File: config.mk
export PLATFORM = sky130hd
export DESIGN_NAME = sum_splitter
export DESIGN_NICKNAME = d
export VERILOG_FILES = /design/src/rtl/sum_splitter.sv
export SDC_FILE = /design/constraint.sdc
export NUM_CORES = 1
export LEC_CHECK = 0
export CAP_MARGIN = 30
export CORE_MARGIN = 2
export CORE_UTILIZATION = 43
export DETAILED_ROUTE_END_ITERATION = 10
export GPL_TIMING_DRIVEN = 0
export HOLD_SLACK_MARGIN = 0.06
export PLACE_DENSITY = 0.79
export SETUP_SLACK_MARGIN = 0.4
export SLEW_MARGIN = 20
export SYNTH_ARGS = -nofsm -noshare
export SYNTH_HDL_FRONTEND = slang
export SYNTH_SLANG_ARGS = --single-unit
export TNS_END_PERCENT = 10
File: constraint.sdc
create_clock -name clk -period 2 [get_ports clk]
set_input_delay 0.4 -clock clk [delete_from_list [all_inputs] [get_ports clk]]
set_output_delay 0.4 -clock clk [all_outputs]
set_load 0.1 [all_outputs]
File: src/rtl/sum_splitter.sv
// rtl/sum_splitter.sv - enumerates every operand triple summing to a latched target
module sum_splitter #(
    parameter int WIDTH = 4
) (
    input  logic             clk,
    input  logic             rst_n,
    input  logic             start,
    input  logic [WIDTH-1:0] target,
    input  logic             abort,
    input  logic             out_ready,
    output logic             out_valid,
    output logic [WIDTH-1:0] op1,
    output logic [WIDTH-1:0] op5,
    output logic [WIDTH-1:0] op3,
    output logic             last,
    output logic             busy,
    output logic             done
);

    localparam logic [WIDTH-1:0] MAX = {WIDTH{1'b1}};

    typedef enum logic [1:0] {
        IDLE = 2'd0,
        RUN  = 2'd1,
        DONE = 2'd2
    } state_t;

    state_t           state;
    state_t           state_n;
    logic [WIDTH-1:0] a;
    logic [WIDTH-1:0] b;
    logic [WIDTH-1:0] t;
    logic             run;
    logic             xfer;
    logic             at_end;

    assign run    = (state == RUN);
    assign xfer   = run && out_ready;
    assign at_end = (a == MAX) && (b == MAX);

    // Outputs decode straight from the registered counters so they hold during stalls
    always_comb begin
        out_valid = run;
        op1       = '0;
        op5       = '0;
        op3       = '0;
        last      = 1'b0;
        busy      = (state != IDLE);
        done      = (state == DONE);
        if (run) begin
            op1  = a;
            op5  = b;
            op3  = t - a - b;
            last = at_end;
        end
    end

    // Next-state decode; abort beats the final transfer so no done pulse follows it
    always_comb begin
        state_n = state;
        case (state)
            IDLE: begin
                if (start) begin
                    state_n = RUN;
                end
            end
            RUN: begin
                if (abort) begin
                    state_n = IDLE;
                end else if (xfer && at_end) begin
                    state_n = DONE;
                end
            end
            DONE: begin
                state_n = IDLE;
            end
            default: begin
                state_n = IDLE;
            end
        endcase
    end

    // State register, target latch and (a, b) counter advanced only by a transfer
    always_ff @(posedge clk) begin
        if (!rst_n) begin
            state <= IDLE;
            a     <= '0;
            b     <= '0;
            t     <= '0;
        end else begin
            state <= state_n;
            if (state == IDLE && start) begin
                t <= target;
                a <= '0;
                b <= '0;
            end else if (xfer) begin
                b <= b + 1'b1;
                if (b == MAX) begin
                    a <= a + 1'b1;
                end
            end
        end
    end

endmodule

==> Word-level counts from Yosys, hierarchy flattened <==
Index checks and enable logic that the tools add are counted.
{ "totals": {"reg_bits": 14, "latch_bits": 0, "ramBits": 0, "rom_bits": 0, "in_bits": 9, "out_inout_bits": 16, "elab_cells": 32, "memories": 0} }
{ "classes": {"add_sub_neg": 4, "multipliers": 0, "n_div": 0, "magnitude_cmp": 0, "eq_ne": 6, "shifts": 0, "mux": 8, "bitwise": 1, "n_reduce_logical": 9} }
{ "op_table": {"columns": ["operator", "count"], "rows": [
  ["4-bit two-way mux", 3],
  ["4-bit by 1-bit adder with 4-bit output, second input constant", 2],
  ["4-bit equality test, second input constant", 2],
  ["4-bit subtractor", 2],
  ["2-bit two-way mux", 3],
  ["1-bit logical AND", 4],
  ["2-bit one-hot mux with 2 select lines", 1],
  ["2-bit AND reduction", 2],
  ["3-bit by 2-bit inequality test with 1-bit output, second input constant", 1],
  ["2-bit by 1-bit equality test with 1-bit output, second input constant", 1],
  ["2-bit equality test, second input constant", 1],
  ["2-bit logical NOT", 1],
  ["2-bit inequality test, second input constant", 1],
  ["2-bit nonzero test", 1],
  ["2-bit OR reduction", 1],
  ["1-bit two-way mux", 1],
  ["1-bit inverter", 1]
]} }

==> Logic depth before layout (Yosys ltp) <==
Gate-level depths: netlist of run 1.
{ "logic_depth": {"depth_word": 6, "depth_mapped": 7, "depth_no_buf": 7} }

==> Least setup slack after synthesis of run 1 <==
OpenSTA, ideal clock, no wires.
{ "synth_path": {"path_type": "register to output", "start": "register state[0]", "end": "output port op3[3]", "t_arrival_ns": 3.116, "t_required_ns": 1.600, "setup_slack_ns": -1.516, "path_stages_with_launch": 7, "path_buffers": 2, "path_cell_list": "dfxtp_1 buf_6 or2b_1 buf_2 inv_1 nand3_1 mux2i_1"} }
{ "synth_between": {"elab_chain_len": 2} }
{ "synth_lines": {"columns": ["element", "line_no", "rtl"], "rows": [
  ["start, declared", "28", "state_t state;"],
  ["start signal, assigned", "91", "state <= state_n;"],
  ["2-bit by 1-bit equality test with 1-bit output", "37", "assign run = (state == RUN);"],
  ["named net out_valid", "11", "output logic out_valid,"],
  ["4-bit two-way mux", "50", "if (run) begin"],
  ["end, declared", "14", "output logic [WIDTH-1:0] op3,"]
]} }
The timed path passes the listed nets, and every way through them passes these cells.

==> Worst setup path in the final report of run 1 <==
{ "layout_path": {"start": "register a[2]", "end": "output port op3[3]"} }
{ "layout_between": {"elab_chain_len": 3} }
{ "layout_lines": {"columns": ["element", "line_no", "rtl"], "rows": [
  ["start, declared", "30", "logic [WIDTH-1:0] a;"],
  ["start signal, assigned", "99", "a <= a + 1'b1;"],
  ["4-bit subtractor (2 in a row)", "53", "op3 = t - a - b;"],
  ["4-bit two-way mux", "50", null]
]} }
Every way passes these cells.

==> run metrics, run 1 <==
Initial Util=0.4508; Final ANT Viol Nets=0; final worst path period need=between 2 and 3 ns; normalized max-slew margin=0.3707; hold depth=3; Clock transition at path regs=roughly 0.080 ns; routed vias=908; Area growth syn-to-layout=60.98%; initial antenna violation count=0; WP data required=between 1.5 and 2 ns; Peak VDD IR=between 400 and 500 µV; Slew Limit Fails=0; Clock Sinks=14; synthesis-stage register bit count=14; global route hottest layer=met2; # diodes=0; DRT Pass-1 Iters=4; Placed Area=approximately 1300 µm²; ranking of synthesized cells by area=dfxtp_1 28%, ha_1 8.8%, fa_1 6.0%; HP Class=reg -> reg; Worst setup EP type=output pin; CP Launch Type=flip-flop; final worst path period share=1.302; Fmax achieved=between 0.3 and 0.4 GHz; number of global-route vias before repair=slightly below 900; Nets=about 170; top post-synthesis cells by count=14 x dfxtp_1, 13 x inv_1; met3 GRT Util=0.03161; slowest cell on the critical path=fa_1; Post-synth top flop=dfxtp_1; Die Height=between 50 and 60 µm; Pwr Density=roughly 430 nW/µm²; Worst EP arrival=between 2 and 2.5 ns; family with the most delay on the worst path=adder cells; Mapped Area=997.2 µm²; Crit path buffers/inverters=2; FFs w/ async S/R, synth=0; clk root buf=clkbuf_4; final hold viol count=0; run status=finished, violations left; Global Route met1 Usage=0.2376; cells after synthesis=roughly 110; row count=17; biggest area consumer among synthesized cells=dfxtp_1; # H-tree levels=1; critical-path cell list=inv_2 > fa_1 > ha_4 > o211ai_1 > a21o_1 > mux2i_4 > buf_12; core area=~2200 µm²; Post-synth EDFFs=0; pin count of the biggest net entering global routing=10; WL/cell=~14 µm; xor/xnor share of the synthesized area=0.05270; Worst Reg-to-Reg Cells=6; Syn Area/Cell=~9 µm²; drt drc=0; Final Cell Area=about 1600 µm²; Post-DP HPWL=approximately 1800 µm; routability cong.=approximately 0.80; syn nets=130; post-synthesis mux area share=0.06023; Levels on crit path=7; total CTS buffers=3; CTS max path bufs=2; routed vias/inst=5.218; worst-path fanout max=3; aggregate global-route resource usage=0.2082; unrepaired setup endpoints after global routing=yes; WL final=between 2000 and 2500 µm; Synth cell types=35; CTS tree=built; Worst Hold Launch=b[2]; Final Power=between 600 and 700 µW; Leak=about 0.00067 µW; initial DRC count=14; GRT overflow=0; register area share after synthesis=0.2811; die width=approximately 52 µm; largest family of logic cells by synthesized area=simple AND/OR/NAND/NOR gates; worst clock skew=0.006928 ns; R2R Path Start=a[0]; final worst slack=-0.6048 ns; Worst path max stage delay=slightly below 0.5 ns; critical path class=reg -> out; I/O pin cnt=25; PortBufs=24; share of layout cells above drive strength 1=0.5068; met2 Track Usage GR=0.3692; Simple-Gate Fraction of Synth Area=0.2974; Compound-Gate Fraction of Synth Area=0.09034; failing checks=negative setup slack; first-pass GRT wire length=4112 µm; Clk Latency, worst-skew pair=0.29 ns; Max Cap Viol=0; worst setup path start=a[2]; most frequent cell after synthesis=dfxtp_1; adder-cell share of the synthesized area=0.1481; setup violation total in the final timing report=9; die area=2720 µm²; Ys Warns=0; Least-Margin Pin Slew=around 0.95 ns; top-area cell type share of the netlist area=0.2811
-- cell usage in the layout, fill, tap and decap left out, types with 3 or more instances in the layout --
master	synthesis	routed
buf_6	1	5
and2_4	0	4
mux2i_1	6	5
nand2_1	5	4
buf_12	0	12
clkbuf_4	0	3
clkdlybuf4s50_1	0	7
buf_4	0	7
nand3_1	7	7
inv_2	0	5
nor2b_1	5	5
a21oi_1	7	6
dfxtp_2	0	8
inv_1	13	7
nor2_2	0	4
o21ai_0	3	3
xnor2_1	3	3
dfxtp_1	14	5
ha_1	7	3
-- worst min-delay path, cell delays in order, from the launching register on --
cell and delay, ns:
dfxtp_4 0.35, inv_2 0.04, nand2_1 0.05, a21oi_1 0.05
-- final timing paths --
path                            slack (ns)        to
worst min-delay path                  0.53      b[2]
worst max-delay path                 -0.60    op3[3]
worst max register to register        0.38  state[0]
worst min register to register        0.53      b[2]
-- registers in the layout, summed over array words and instances (netlist names) --
| name | flops |
|---|---|
| a | 4 |
| t | 4 |
| b | 4 |
| state | 2 |
-- area by class of cell --
| type | count | area, µm² |
|---|---|---|
| plain buffers | 3 | 27.53 |
| clock buffers | 4 | 36.28 |
| fillers | 162 | 606.8 |
| inverters | 13 | 52.55 |
| multi-input cells | 81 | 745.7 |
| flip-flops and latches | 14 | 294.0 |
| well taps | 28 | 35.03 |
| repair buffers | 31 | 414.1 |
-- routing by layer --
layer / vias up / share of wire
li1: 448 / -
met1: 426 / 0.40
met2: 27 / 0.53
met3: 7 / 0.040
met4: 0 / 0.024
met5: - / 0
-- through the flow --
| stage | util | hold slack (ns) | instances | setup slack (ns) | setup TNS [ns] |
|---|---|---|---|---|---|
| finish | 0.7257 | 0.5314 | 174 | -0.6048 | -1.891 |
| CTS | 0.6991 | 0.5342 | 173 | -0.6106 | -1.827 |
| global placement | 0.6052 | 0.4863 | 163 | -1.233 | -9.738 |
| floorplan | - | 0.4696 | 111 | -0.4973 | -3.814 |
| global route | 0.7257 | 0.5725 | 174 | -0.6669 | -2.436 |
| detailed placement | 0.6052 | 0.4930 | 163 | -1.289 | -10.01 |
-- cell families after synthesis --
| group | after synthesis |
|---|---|
| buf+inv | 16 |
| compound gates | 15 |
| fa+ha+maj | 10 |
| mux | 6 |
| simple gates | 44 |
| flops | 14 |
| xor+xnor | 6 |
-- report_power, final --
part           switching (µW)  total, µW  internal, µW  leakage, µW
logic                     117        197          79.4     0.000529
clock network            97.7        209           111    0.0000210
registers                6.75        292           285     0.000118
-- timing repair --
item                                    4_1_cts  5_1_grt
setup buffers                                 6        1
endpoints found under the setup margin       18       19
cloned                                        0        0
gates resized for setup                     140       14
hold endpoints to repair                      0        0
hold buffers                                  0        0
pin swaps                                    10        2
Note: power is estimated with default switching activity, not from simulation.
==> run 2: changes to the inputs <==
- PLACE_DENSITY: 0.79 -> 0.76
==> run metrics, run 2 (synthesis gave the netlist of run 1 again) <==
final worst path period share=1.324; Fmax achieved=0.3777 GHz; run status=finished, violations left; unrepaired setup endpoints after global routing=yes; failing checks=negative setup slack; row count=17; NetSw=around 220 µW; Peak VDD IR=424.4 µV; CP Launch Type=flip-flop; Pwr Density=~450 nW/µm²; Comb pwr share=0.284; first-pass GRT wire length=~3600 µm; final worst path period need=2.648 ns; # diodes=0; pin count of the biggest net entering global routing=10; Final ANT Viol Nets=0; Clk Latency, worst-skew pair=around 0.28 ns; Final Power=693.8 µW; WP data required=between 1.5 and 2 ns; largest registers=a (4), b (4), t (4); worst-case hold path end point=b[1]; Area growth syn-to-layout=55.08%; Worst path max stage delay=roughly 0.52 ns; sw frac=0.3172; R2R Path Start=a[0]; core area=2212 µm²; Leak=around 0.00063 µW; critical path class=reg -> out; clk root buf=clkbuf_4; Post-DP HPWL=1751 µm; Crit path buffers/inverters=2; Fillers=~170; WL/cell=roughly 14 µm; Worst Reg-to-Reg Cells=5; die area=around 2700 µm²; PortBufs=24; initial DRC count=9; WL final=~2400 µm; Worst setup EP type=output pin; die width=approximately 52 µm; Max Cap Viol=0; Clk pwr share=0.298; commonest non-fill, non-tap cells in the layout=8 x buf_12, 7 x nand3_1, 7 x dfxtp_1, 7 x clkdlybuf4s50_1; HP Class=reg -> reg; I/O pin cnt=25; final hold viol count=0; initial antenna violation count=0; setup violation total in the final timing report=9; Clock transition at path regs=approximately 0.090 ns; Least-Margin Pin Slew=0.5451 ns; critical-path cell list=inv_4 > fa_1 > ha_4 > o211ai_1 > a21o_1 > mux2i_4 > buf_12; Die Height=52.16 µm; routed vias=between 900 and 1k; total CTS buffers=3; hold depth=2; Worst EP arrival=about 2.3 ns; routability cong.=roughly 0.8; placed cells=approximately 160; drt drc=0; CTS max path bufs=2; worst clock skew=0.006311 ns; Non-Filler Instances=roughly 170; commonest non-fill, non-tap cell in the layout=buf_12; # H-tree levels=1; slowest cell on the critical path=fa_1; reg-to-reg slack, setup=roughly 0.48 ns; Initial Util=0.4508; Int Pwr=473.8 µW; Slew Limit Fails=0; worst-path fanout max=3; setup_tns=-3.812 ns; routed vias/inst=5.267; normalized max-slew margin=0.6383; Nets=164; Flop pwr share=0.418; RR Endpoint=state[0]; aggregate global-route resource usage=0.1814; CTS tree=built; number of global-route vias before repair=a little under 800; final worst slack=-0.6478 ns; GRT overflow=0; family with the most delay on the worst path=adder cells; DRT Pass-1 Iters=4; share of layout cells above drive strength 1=0.4653; Clock Sinks=14; Worst Hold Launch=b[1]
run 2: what timing repair did:
item,CTS,global route
endpoints found under the setup margin,18,19
gates resized for setup,53,73
hold buffers,0,0
pin swaps,5,4
buffers inserted,1,4
run 2: through the flow:
stage                 util  hold WS (ns)  worst slack (ns)  instance area [µm²]
global route        0.6991        0.5350           -0.7299                 1546
floorplan                -        0.4696           -0.4973                 1064
global placement    0.6052        0.4869            -1.234                 1339
detailed placement  0.6052        0.4974            -1.297                 1339
CTS                 0.6329        0.5133           -0.6419                 1400
finish              0.6991        0.5132           -0.6478                 1546
run 2: worst reg2reg max path, delay by kind of cell (launching register included):
| family | cells | cell delay, ns |
|---|---|---|
| buf+inv | 1 | 0.12 |
| flops | 1 | 0.38 |
| simple gates | 3 | 0.78 |
| fa+ha+maj | 1 | 0.14 |
run 2: final cells by class:
class                           instances  area, µm²  area share
Buffer                                  3      21.27     0.01375
Inverter                               13      57.56     0.03722
Tap cell                               28      35.03     0.02265
Timing Repair Buffer                   29      366.6      0.2371
Multi-Input combinational cell         81      735.7      0.4757
Sequential cell                        14      294.0      0.1901
Clock buffer                            4      36.28     0.02346
run 2: how the worst max path moves through the flow:
| stage | endpoint | cells past startpoint | start | slack [ns] |
|---|---|---|---|---|
| floorplan | op3[3] | 6 | b[2] | -0.50 |
| global placement | op3[3] | 7 | b[2] | -1.23 |
| detailed placement | op3[3] | 7 | b[2] | -1.30 |
| CTS | op3[3] | 7 | b[2] | -0.64 |
| global route | op3[3] | 8 | a[0] | -0.73 |
| finish | op3[3] | 7 | b[2] | -0.65 |
run 2: per-layer routing:
| layer | global-route usage | vias up | share of wire |
|---|---|---|---|
| met1 | 0.2210 | 428 | 0.42 |
| met2 | 0.3143 | 29 | 0.52 |
| met5 | 0 | - | 0 |
| li1 | - | 445 | - |
| met3 | 0.02874 | 4 | 0.049 |
| met4 | 0.07692 | 0 | 0.013 |
run 2: power groups by stage:
stage	Combinational, µW	Clock [µW]	Sequential [µW]
finish	197	207	290
global route	208	218	291
CTS	181	208	291
detailed placement	178	0	299
global placement	174	0	299
floorplan	132	0	298
==> run 3: changes to the inputs <==
- CORE_UTILIZATION: 43 -> 52
- PLACE_DENSITY: 0.76 -> 0.86
- SKIP_CTS_REPAIR_TIMING: default -> 1
- clock period: 2 -> 3.4 ns (I/O delays scaled with it)
==> run metrics, run 3 (synthesis gave the netlist of run 1 again) <==
commonest non-fill, non-tap cells in the layout=19 x clkdlybuf4s50_1, 14 x dfxtp_1, 13 x inv_1; Initial Util=0.5652; initial DRC count=18; Fillers=approximately 140; R2R Path Start=b[1]; PortBufs=24; CP Launch Type=flip-flop; WP data required=2.72 ns; Final ANT Viol Nets=0; Peak VDD IR=210.2 µV; CTS max path bufs=2; Area growth syn-to-layout=31.74%; worst-case hold path end point=a[0]; Fmax achieved=~0.31 GHz; routability cong.=0.7630; normalized max-slew margin=0.3488; Worst Reg-to-Reg Cells=4; Least-Margin Pin Slew=0.9738 ns; core area=~1800 µm²; reg-to-reg slack, setup=approximately 1.8 ns; row count=15; Pwr Density=296.0 nW/µm²; initial antenna violation count=0; worst-path fanout max=9; final worst slack=about 0.15 ns; die area=between 2000 and 2500 µm²; aggregate global-route resource usage=0.2032; commonest non-fill, non-tap cell in the layout=clkdlybuf4s50_1; GRT overflow=0; die width=around 48 µm; number of global-route vias before repair=780; Clock transition at path regs=about 0.09 ns; WL final=2038 µm; drt drc=0; Slew Limit Fails=0; setup violation total in the final timing report=0; total CTS buffers=3; CTS tree=built; Worst EP arrival=2.57 ns; I/O pin cnt=25; Post-DP HPWL=1630 µm; routed vias=approximately 870; RR Endpoint=state[0]; share of layout cells above drive strength 1=0.1511; Die Height=47.79 µm; DRT Pass-1 Iters=4; # H-tree levels=1; Worst setup EP type=output pin; # diodes=0; Max Cap Viol=0; Final Power=roughly 390 µW; routed vias/inst=about 5.3; final hold viol count=0; HP Class=reg -> reg; largest registers=a (4), b (4), t (4); Leak=approximately 0.00062 µW; pin count of the biggest net entering global routing=10; first-pass GRT wire length=3222 µm; critical path class=reg -> out; Worst Hold Launch=a[0]; Clk Latency, worst-skew pair=0.28 ns; WL/cell=12.43 µm; run status=finished clean; final worst path period share=0.9570; hold depth=2; Clock Sinks=14; final worst path period need=around 3.3 ns; pre-CTS setup slack=-0.2571 ns; unrepaired setup endpoints after global routing=yes; Nets=around 160; clk root buf=clkbuf_4; worst clock skew=0.001465 ns
[run 3: worst max path at each step]
stage                   from      to  cells after the start
finish              state[0]  op5[3]                      6
global placement        b[2]  op3[3]                      7
detailed placement      b[2]  op3[3]                      7
global route        state[0]  op5[3]                      6
CTS                     b[2]  op3[3]                      7
floorplan           state[0]  op3[3]                      6
[run 3: area by class of cell]
type                            count  area [µm²]  share of cell area
Buffer                              3       21.27             0.01619
Timing Repair Buffer               24       240.2              0.1829
Tap cell                           25       31.28             0.02381
Clock buffer                        4       36.28             0.02762
Sequential cell                    14       280.3              0.2133
Inverter                           13       48.80             0.03714
Multi-Input combinational cell     81       655.6              0.4990
[run 3: metrics by stage]
stage               setup TNS, ns  hold slack [ns]  instances  area, µm²    util
floorplan                       0           0.4771        111       1006       -
global placement          -0.2176           0.4955        160       1277  0.7241
detailed placement        -0.2571           0.5180        160       1277  0.7241
CTS                        -1.314           0.5315        164       1314  0.7447
global route                    0           0.5671        164       1314  0.7447
finish                          0           0.5333        164       1314  0.7447
[run 3: critical path, cell delays in order (launching register included)]
cell	delay, ns
dfxtp_1	0.33
buf_6	0.14
or2b_1	0.22
buf_2	0.17
inv_1	0.16
and2_1	0.15
clkdlybuf4s50_1	1.12
[run 3: routing by layer]
layer	GRT usage	vias up	routed length, µm
met5	0	-	0
met4	0.08108	0	12
met3	0.03396	2	143
met2	0.3493	36	1006
met1	0.2512	398	875
li1	-	437	-
[run 3: power breakdown]
part / internal (µW) / leakage, µW / switching (µW)
sequential: 168 / 0.000114 / 3.61
combinational: 34.3 / 0.000486 / 59.6
clock: 65.1 / 0.0000210 / 58.0
total: 268 / 0.000621 / 121
